### config.mk
export PLATFORM = sky130hd
export DESIGN_NAME = ula_pipe
export DESIGN_NICKNAME = d
export VERILOG_FILES = /design/src/rtl/ula_pkg.sv /design/src/rtl/ula_core.sv /design/src/rtl/ula_pipe.sv
export SDC_FILE = /design/constraint.sdc
export NUM_CORES = 1
export LEC_CHECK = 0
export ABC_AREA = 1
export CAP_MARGIN = 25
export CELL_PAD_IN_SITES_DETAIL_PLACEMENT = 1
export CELL_PAD_IN_SITES_GLOBAL_PLACEMENT = 1
export CORE_AREA = 2 2 231 233
export CTS_BUF_LIST = sky130_fd_sc_hd__clkbuf_8
export CTS_CLUSTER_DIAMETER = 200
export CTS_CLUSTER_SIZE = 10
export DETAILED_ROUTE_END_ITERATION = 16
export DIE_AREA = 0 0 233 235
export PLACE_DENSITY = 0.61
export SLEW_MARGIN = 20
export SYNTH_ARGS = -nofsm -noshare
export SYNTH_HDL_FRONTEND = slang
export SYNTH_SLANG_ARGS = --single-unit
### constraint.sdc
create_clock -name clock -period 8.7 [get_ports clock]
set_clock_uncertainty 0.05 [all_clocks]
set_input_delay 2.61 -clock clock [delete_from_list [all_inputs] [get_ports clock]]
set_output_delay 2.61 -clock clock [all_outputs]
set_load 0.02 [all_outputs]
### src/rtl/ula_pkg.sv
// Shared opcode encodings and flag bit positions for the pipelined ALU.
package ula_pkg;

  // Arithmetic group
  localparam logic [4:0] OP_ADD        = 5'b00000;
  localparam logic [4:0] OP_ADDINC     = 5'b00001;
  localparam logic [4:0] OP_INCA       = 5'b00011;
  localparam logic [4:0] OP_SUBDEC     = 5'b00100;
  localparam logic [4:0] OP_SUB        = 5'b00101;
  localparam logic [4:0] OP_DECA       = 5'b00110;

  // Shift group
  localparam logic [4:0] OP_LSL        = 5'b01000;
  localparam logic [4:0] OP_ASR        = 5'b01001;

  // Logic, pass and constant group
  localparam logic [4:0] OP_ZEROS      = 5'b10000;
  localparam logic [4:0] OP_AND        = 5'b10001;
  localparam logic [4:0] OP_NOTA_AND_B = 5'b10010;
  localparam logic [4:0] OP_PASSB      = 5'b10011;
  localparam logic [4:0] OP_A_AND_NOTB = 5'b10100;
  localparam logic [4:0] OP_PASSA      = 5'b10101;
  localparam logic [4:0] OP_XOR        = 5'b10110;
  localparam logic [4:0] OP_OR         = 5'b10111;
  localparam logic [4:0] OP_NOR        = 5'b11000;
  localparam logic [4:0] OP_XNOR       = 5'b11001;
  localparam logic [4:0] OP_NOTA       = 5'b11010;
  localparam logic [4:0] OP_NOTA_OR_B  = 5'b11011;
  localparam logic [4:0] OP_NOTB       = 5'b11100;
  localparam logic [4:0] OP_A_OR_NOTB  = 5'b11101;
  localparam logic [4:0] OP_NAND       = 5'b11110;
  localparam logic [4:0] OP_ONES       = 5'b11111;

  // Bit positions inside the 4-bit {N,Z,C,V} flag vector
  localparam int FLG_N = 3;
  localparam int FLG_Z = 2;
  localparam int FLG_C = 1;
  localparam int FLG_V = 0;

  // Assemble a flag vector so every user agrees on the bit order
  function automatic logic [3:0] packFlags(input logic n, input logic z,
                                           input logic c, input logic v);
    logic [3:0] f;
    f        = '0;
    f[FLG_N] = n;
    f[FLG_Z] = z;
    f[FLG_C] = c;
    f[FLG_V] = v;
    return f;
  endfunction

endpackage

### src/rtl/ula_core.sv
// Combinational execute stage: opcode + operands -> result, {N,Z,C,V}, illegal.
module ula_core
  import ula_pkg::*;
#(
  parameter int WIDTH = 32
) (
  input  logic [4:0]       opcode_i,
  input  logic [WIDTH-1:0] a_i,
  input  logic [WIDTH-1:0] b_i,
  output logic [WIDTH-1:0] result_o,
  output logic [3:0]       flags_o,
  output logic             illegal_o
);

  localparam int SHW = $clog2(WIDTH);

  logic [WIDTH-1:0] addB;
  logic             addCin;
  logic [WIDTH:0]   sum;
  logic [SHW-1:0]   amt;
  logic [SHW-1:0]   lslIdx;
  logic [SHW-1:0]   asrIdx;
  logic [WIDTH-1:0] res;
  logic             cOut;
  logic             vOut;
  logic             ill;

  // All six arithmetic ops share one adder; pick the second operand and carry-in per op
  always_comb begin
    addB   = b_i;
    addCin = 1'b0;
    case (opcode_i)
      OP_ADDINC: addCin = 1'b1;
      OP_INCA: begin
        addB   = '0;
        addCin = 1'b1;
      end
      OP_SUBDEC: addB = ~b_i;
      OP_SUB: begin
        addB   = ~b_i;
        addCin = 1'b1;
      end
      OP_DECA: addB = '1;
      default: addB = b_i;
    endcase
  end

  assign sum    = {1'b0, a_i} + {1'b0, addB} + {{WIDTH{1'b0}}, addCin};
  assign amt    = b_i[SHW-1:0];
  // For a nonzero amount the last bit shifted out of lsl is a[WIDTH-amt], of asr a[amt-1]
  assign lslIdx = SHW'(0) - amt;
  assign asrIdx = amt - SHW'(1);

  // Select the result and the C/V flags; unlisted opcodes are illegal and produce zeros
  always_comb begin
    res  = '0;
    cOut = 1'b0;
    vOut = 1'b0;
    ill  = 1'b0;
    case (opcode_i)
      OP_ADD, OP_ADDINC, OP_INCA, OP_SUBDEC, OP_SUB, OP_DECA: begin
        res  = sum[WIDTH-1:0];
        cOut = sum[WIDTH];
        vOut = (a_i[WIDTH-1] == addB[WIDTH-1]) && (sum[WIDTH-1] != a_i[WIDTH-1]);
      end
      OP_LSL: begin
        res  = a_i << amt;
        cOut = (amt != '0) ? a_i[lslIdx] : 1'b0;
      end
      OP_ASR: begin
        res  = $unsigned($signed(a_i) >>> amt);
        cOut = (amt != '0) ? a_i[asrIdx] : 1'b0;
      end
      OP_ZEROS:      res = '0;
      OP_AND:        res = a_i & b_i;
      OP_NOTA_AND_B: res = ~a_i & b_i;
      OP_PASSB:      res = b_i;
      OP_A_AND_NOTB: res = a_i & ~b_i;
      OP_PASSA:      res = a_i;
      OP_XOR:        res = a_i ^ b_i;
      OP_OR:         res = a_i | b_i;
      OP_NOR:        res = ~a_i & ~b_i;
      OP_XNOR:       res = ~(a_i ^ b_i);
      OP_NOTA:       res = ~a_i;
      OP_NOTA_OR_B:  res = ~a_i | b_i;
      OP_NOTB:       res = ~b_i;
      OP_A_OR_NOTB:  res = a_i | ~b_i;
      OP_NAND:       res = ~a_i | ~b_i;
      OP_ONES:       res = '1;
      default:       ill = 1'b1;
    endcase
  end

  assign result_o  = res;
  assign illegal_o = ill;
  assign flags_o   = ill ? 4'b0000
                         : packFlags(res[WIDTH-1], (res == '0), cOut, vOut);

endmodule

### src/rtl/ula_pipe.sv
// Two-stage valid/ready ALU pipeline (operand register, result register) with a condition-code register.
module ula_pipe
  import ula_pkg::*;
#(
  parameter int WIDTH = 32
) (
  input  logic             clock,
  input  logic             reset,
  input  logic             in_valid,
  output logic             in_ready,
  input  logic [4:0]       opcode,
  input  logic [WIDTH-1:0] a,
  input  logic [WIDTH-1:0] b,
  input  logic             set_flags,
  output logic             out_valid,
  input  logic             out_ready,
  output logic [WIDTH-1:0] result,
  output logic [3:0]       flags,
  output logic             illegal,
  output logic [3:0]       ccr
);

  // Stage 1: registered operands
  logic             s1Valid_q, s1Valid_d;
  logic [4:0]       s1Op_q, s1Op_d;
  logic [WIDTH-1:0] s1A_q, s1A_d;
  logic [WIDTH-1:0] s1B_q, s1B_d;
  logic             s1Set_q, s1Set_d;

  // Stage 2: registered result
  logic             s2Valid_q, s2Valid_d;
  logic [WIDTH-1:0] s2Result_q, s2Result_d;
  logic [3:0]       s2Flags_q, s2Flags_d;
  logic             s2Illegal_q, s2Illegal_d;
  logic             s2Set_q, s2Set_d;

  logic [3:0]       ccr_q, ccr_d;

  logic             s2Load;
  logic             s1Load;
  logic [WIDTH-1:0] coreResult;
  logic [3:0]       coreFlags;
  logic             coreIllegal;

  ula_core #(
    .WIDTH(WIDTH)
  ) uCore (
    .opcode_i (s1Op_q),
    .a_i      (s1A_q),
    .b_i      (s1B_q),
    .result_o (coreResult),
    .flags_o  (coreFlags),
    .illegal_o(coreIllegal)
  );

  // A stage may advance when it is empty or the stage after it is draining this cycle
  assign s2Load   = !s2Valid_q || out_ready;
  assign s1Load   = !s1Valid_q || s2Load;
  assign in_ready = s1Load;

  // Next-state for both pipe stages and the CCR
  always_comb begin
    s1Valid_d   = s1Valid_q;
    s1Op_d      = s1Op_q;
    s1A_d       = s1A_q;
    s1B_d       = s1B_q;
    s1Set_d     = s1Set_q;
    s2Valid_d   = s2Valid_q;
    s2Result_d  = s2Result_q;
    s2Flags_d   = s2Flags_q;
    s2Illegal_d = s2Illegal_q;
    s2Set_d     = s2Set_q;
    ccr_d       = ccr_q;
    if (s1Load) begin
      s1Valid_d = in_valid;
      if (in_valid) begin
        s1Op_d  = opcode;
        s1A_d   = a;
        s1B_d   = b;
        s1Set_d = set_flags;
      end
    end
    if (s2Load) begin
      s2Valid_d = s1Valid_q;
      if (s1Valid_q) begin
        s2Result_d  = coreResult;
        s2Flags_d   = coreFlags;
        s2Illegal_d = coreIllegal;
        s2Set_d     = s1Set_q;
      end
    end
    if (s2Valid_q && out_ready && !s2Illegal_q && s2Set_q) begin
      ccr_d = s2Flags_q;
    end
  end

  // State registers; reset empties the pipe and clears the architectural flags
  always_ff @(posedge clock or posedge reset) begin
    if (reset) begin
      s1Valid_q   <= 1'b0;
      s1Op_q      <= '0;
      s1A_q       <= '0;
      s1B_q       <= '0;
      s1Set_q     <= 1'b0;
      s2Valid_q   <= 1'b0;
      s2Result_q  <= '0;
      s2Flags_q   <= '0;
      s2Illegal_q <= 1'b0;
      s2Set_q     <= 1'b0;
      ccr_q       <= '0;
    end else begin
      s1Valid_q   <= s1Valid_d;
      s1Op_q      <= s1Op_d;
      s1A_q       <= s1A_d;
      s1B_q       <= s1B_d;
      s1Set_q     <= s1Set_d;
      s2Valid_q   <= s2Valid_d;
      s2Result_q  <= s2Result_d;
      s2Flags_q   <= s2Flags_d;
      s2Illegal_q <= s2Illegal_d;
      s2Set_q     <= s2Set_d;
      ccr_q       <= ccr_d;
    end
  end

  assign out_valid = s2Valid_q;
  assign result    = s2Result_q;
  assign flags     = s2Flags_q;
  assign illegal   = s2Illegal_q;
  assign ccr       = ccr_q;

endmodule
==> flow_summary.json <==
{
  "gr-usage-all-layers_pct": 32.64,
  "synth.ff_latch_count": 114,
  "critPathTopFamily": "buffers and inverters",
  "post_synthesis_share_of_cell_area_spent_on_and_or_nand_and_nor_gates_pct": 55.45,
  "nets": 3084,
  "tritoncts.num_buffers": 17,
  "die_w_um": 233,
  "worst_setup_timing_slack_at_the_placement_stage_ns": 2.091,
  "vias": 20821,
  "synthAdderAreaFrac_pct": 3.000,
  "number_of_top_level_pins": 117,
  "clock-sinks": 114,
  "detailedRoute.firstPassIterationCount": 6,
  "worst-endpoint-required_ns": 6.04,
  "criticalPathCategory": "in2out",
  "grt-ovfl-total": 0,
  "setup_tns_ns": 0,
  "fraction_of_final_layout_cells_with_drive_strength_greater_than_1_pct": 3.817,
  "max_ir_drop_vdd_mv": 0.1047,
  "timing.critical_path.arrival_ns": 3.94,
  "synth_top_family_by_area": "simple AND/OR/NAND/NOR gates",
  "timing.final.ws_setup_ns": 2.099,
  "leak_pwr_uw": 0.008865,
  "critPathLaunchType": "input pin",
  "h-tree-depth": 4,
  "initial_core_util_pct": 29.70,
  "worstPathBufferInverterCount": 3,
  "cts_setup_buffers": 0,
  "cap_violations": 0,
  "cts_resized": 0,
  "post_detailed_route_count_of_antenna_violating_nets": 0,
  "main_flop_type_after_synthesis": "dfrtp_1",
  "compound_cell_area_share_of_the_yosys_netlist_pct": 11.48,
  "synth.distinct_cells": 37,
  "avgSynthCellArea_um2": 5.228,
  "power_density_mw_per_mm2": 229.0,
  "max_clk_rate_mhz": 151.5,
  "fp-row-count": 84,
  "place.detailed.hpwl_mm": 66.68,
  "end_kind": "primary output",
  "ys.warnings.count": 0,
  "cpPeakStageDelay_ns": 0.64,
  "rsz0062_at_grt": "no",
  "finalCriticalPeriod_ns": 6.601,
  "cp_max_fo": 3,
  "final_min_period_over_clock_period_pct": 75.87,
  "cts.reportedPaths.clkPinSlew_ns": 0.08,
  "synth-async-reset-ratio_pct": 100.0,
  "grt_first_pass_wirelength_mm": 132.5,
  "grt_start_max_net_pins": 81,
  "detail_route.drc_violations": 0,
  "worst-slew-pin-transition_ns": 1.022,
  "max-clock-path-buffers": 2,
  "numPlacedInstances": 3639,
  "post_synth_instance_area_mm2": 0.01552,
  "max_slew_margin_pct": 31.63,
  "wl_per_cell_um": 24.35,
  "synth_xor_area_share_pct": 0.6209,
  "post_cts_hold_buffer_count": 0,
  "detailed_route_iter0_violations": 2104,
  "syn_inst": 2968,
  "share_of_synthesized_area_occupied_by_flip_flops_and_latches_pct": 18.39,
  "postSynthNetCount": 3078,
  "number_of_flops_mapped_to_enable_cells_by_yosys": 0,
  "critical_path.most_common_cell": "clkdlybuf4s50_1",
  "die_area_mm2": 0.05476,
  "die-height_um": 235,
  "layout.core_utilization_pct": 33.74,
  "number_of_antenna_violations_at_the_first_check_in_global_routing": 3,
  "route.detailed.vias_per_inst": 5.664,
  "timing.final.max_slew_violations": 0,
  "finalNonFillerCells": 3676,
  "wl_mm": 89.49,
  "place.port_buffers": 116,
  "clk_latency_ns": 0.56,
  "hold_path_class": "reg2reg",
  "cts_tree": "done",
  "clk_root_buffer_cell": "clkbuf_8",
  "area_delta_synth_final_pct": 13.60,
  "first_global_vias": 20649,
  "mux_cell_area_share_after_synthesis_pct": 0.1451,
  "path_cells": "clkdlybuf4s50_1, inv_1, nand3_1, clkdlybuf4s50_1",
  "status": "finished clean",
  "critPathSlowestCell": "clkdlybuf4s50_1",
  "timing.hold.ws_ns": 0.4171,
  "finalSetupViolCount": 0,
  "finalHoldViolations": 0,
  "core_region_area_mm2": 0.05224,
  "gp_routability_congestion": 0.9823
}
## per-layer routing
metal | global-route usage (%) | wire length, um | vias to the layer above
met5 | 0 | 32 | -
met4 | 17.53 | 5048 | 4
met3 | 5.413 | 6215 | 193
met2 | 50.88 | 40000 | 810
met1 | 42.85 | 38200 | 10198
li1 | - | - | 9616
## through the flow
| stage | power (uW) | area [um^2] |
|---|---|---|
| 3_3_place_gp | 3365 | 17150 |
| 2_1_floorplan | 2401 | 15520 |
| 4_1_cts | 4008 | 17550 |
| 3_5_place_dp | 3430 | 17150 |
| 5_1_grt | 4347 | 17620 |
| 6_report | 4037 | 17630 |
## flip-flops by register name (all words and copies together), names as in the netlist
name	flops
result	32
flags	4
s1B_q	32
s2Set_q	1
s1Valid_q	1
s1Op_q	5
out_valid	1
s1Set_q	1
ccr	4
s1A_q	32
illegal	1
## kinds of logic (layout without fill, tap and decap cells)
logic type      after synthesis  count (layout)
fa+ha+maj                    36              36
buf+inv                     435             454
compound gates              326             326
xor+xnor                     11              11
simple gates               2044            2044
other cells                   0               1
flops                       114             114
mux                           2               2
## worst register-to-register path: stages (launching register included)
cell and delay (ns):
dfrtp_1 0.45, inv_2 0.16, nand2_1 0.17, nor3_2 0.14, buf_4 0.43, inv_1 0.18
o31ai_4 0.08, buf_4 0.44, o211ai_1 0.17, fa_1 0.56, inv_1 0.13, fa_1 0.28
inv_1 0.12, nand3_1 0.11, nand2_1 0.14, nand2_1 0.12, nand2_1 0.12, nand2_1 0.12
nand2_1 0.09, nand2_1 0.10, nand3_1 0.08, nand3_1 0.12, nand2_1 0.07, nor2_1 0.11
nand2_1 0.06, nor2_1 0.21, nand3_1 0.11, nand2_1 0.06
## Yosys cell counts (4+ instances only)
master | number | area share, %
a21oi_1 | 121 | 3.9
a31oi_1 | 8 | 0.32
and2_1 | 8 | 0.32
buf_1 | 27 | 0.65
buf_2 | 49 | 1.6
clkbuf_1 | 92 | 2.2
clkinv_1 | 7 | 0.17
dfrtp_1 | 114 | 18
ha_1 | 34 | 2.7
inv_1 | 247 | 6.0
inv_2 | 13 | 0.31
nand2_1 | 1027 | 25
nand3_1 | 552 | 18
nand3b_1 | 20 | 0.97
nand4_1 | 26 | 1.0
nor2_1 | 382 | 9.2
nor2_2 | 6 | 0.24
nor3_1 | 11 | 0.35
o211ai_1 | 41 | 2.0
o21a_1 | 4 | 0.19
o21ai_0 | 108 | 3.5
o21ai_1 | 31 | 1.0
o22ai_1 | 4 | 0.16
or2_2 | 4 | 0.16
xor2_1 | 8 | 0.45
## path summary, 6_finish.rpt
path                                       startpoint                    end  cells past startpoint  slack (ns)
worst max-delay path                        out_ready               in_ready                      4        2.10
worst min-delay path              s1Set_q$_DFFE_PP0P_    s2Set_q$_DFFE_PP0P_                      2        0.42
worst max register to register  s1Op_q[3]$_DFFE_PP0P_   flags[2]$_DFFE_PP0P_                     27        3.68
worst min register to register    s1Set_q$_DFFE_PP0P_    s2Set_q$_DFFE_PP0P_                      2        0.42
max in group asynchronous                       reset  result[0]$_DFFE_PP0P_                      3        5.31
min in group asynchronous                       reset  s1A_q[21]$_DFFE_PP0P_                      2        2.32
## layout by cell type (no fill, tap or decap), drive strengths merged, types with 4 or more instances in the layout
cell and count:
clkdlybuf4s50 116, or2 4, o22ai 4, nor2 390
and2 8, nand2 1029, xor2 8, o211ai 41
dfrtp 114, nand4 26, nand3b 20, a31oi 8
nand3 555, a21oi 121, inv 262, o21a 4
ha 34, clkbuf 21, clkinv 12, o21ai 139
buf 39, nor3 11
## final cells by class
type / count / area [um^2]
Multi-Input combinational cell: 2419 / 11010
Antenna cell: 1 / 2.502
Sequential cell: 114 / 2858
Timing Repair Buffer: 155 / 1494
Clock buffer: 21 / 289.0
Tap cell: 688 / 860.8
Clock inverter: 11 / 111.4
Inverter: 267 / 1005
Fill cell: 7175 / 34610
## power by group
| part | switching, uW | total, uW | internal (uW) | leakage, uW |
|---|---|---|---|---|
| logic | 1790 | 2600 | 804 | 0.00735 |
| registers | 228 | 888 | 660 | 0.00130 |
| clock network | 272 | 552 | 280 | 0.000210 |
No activity file was read; power rests on OpenSTA's default activity.
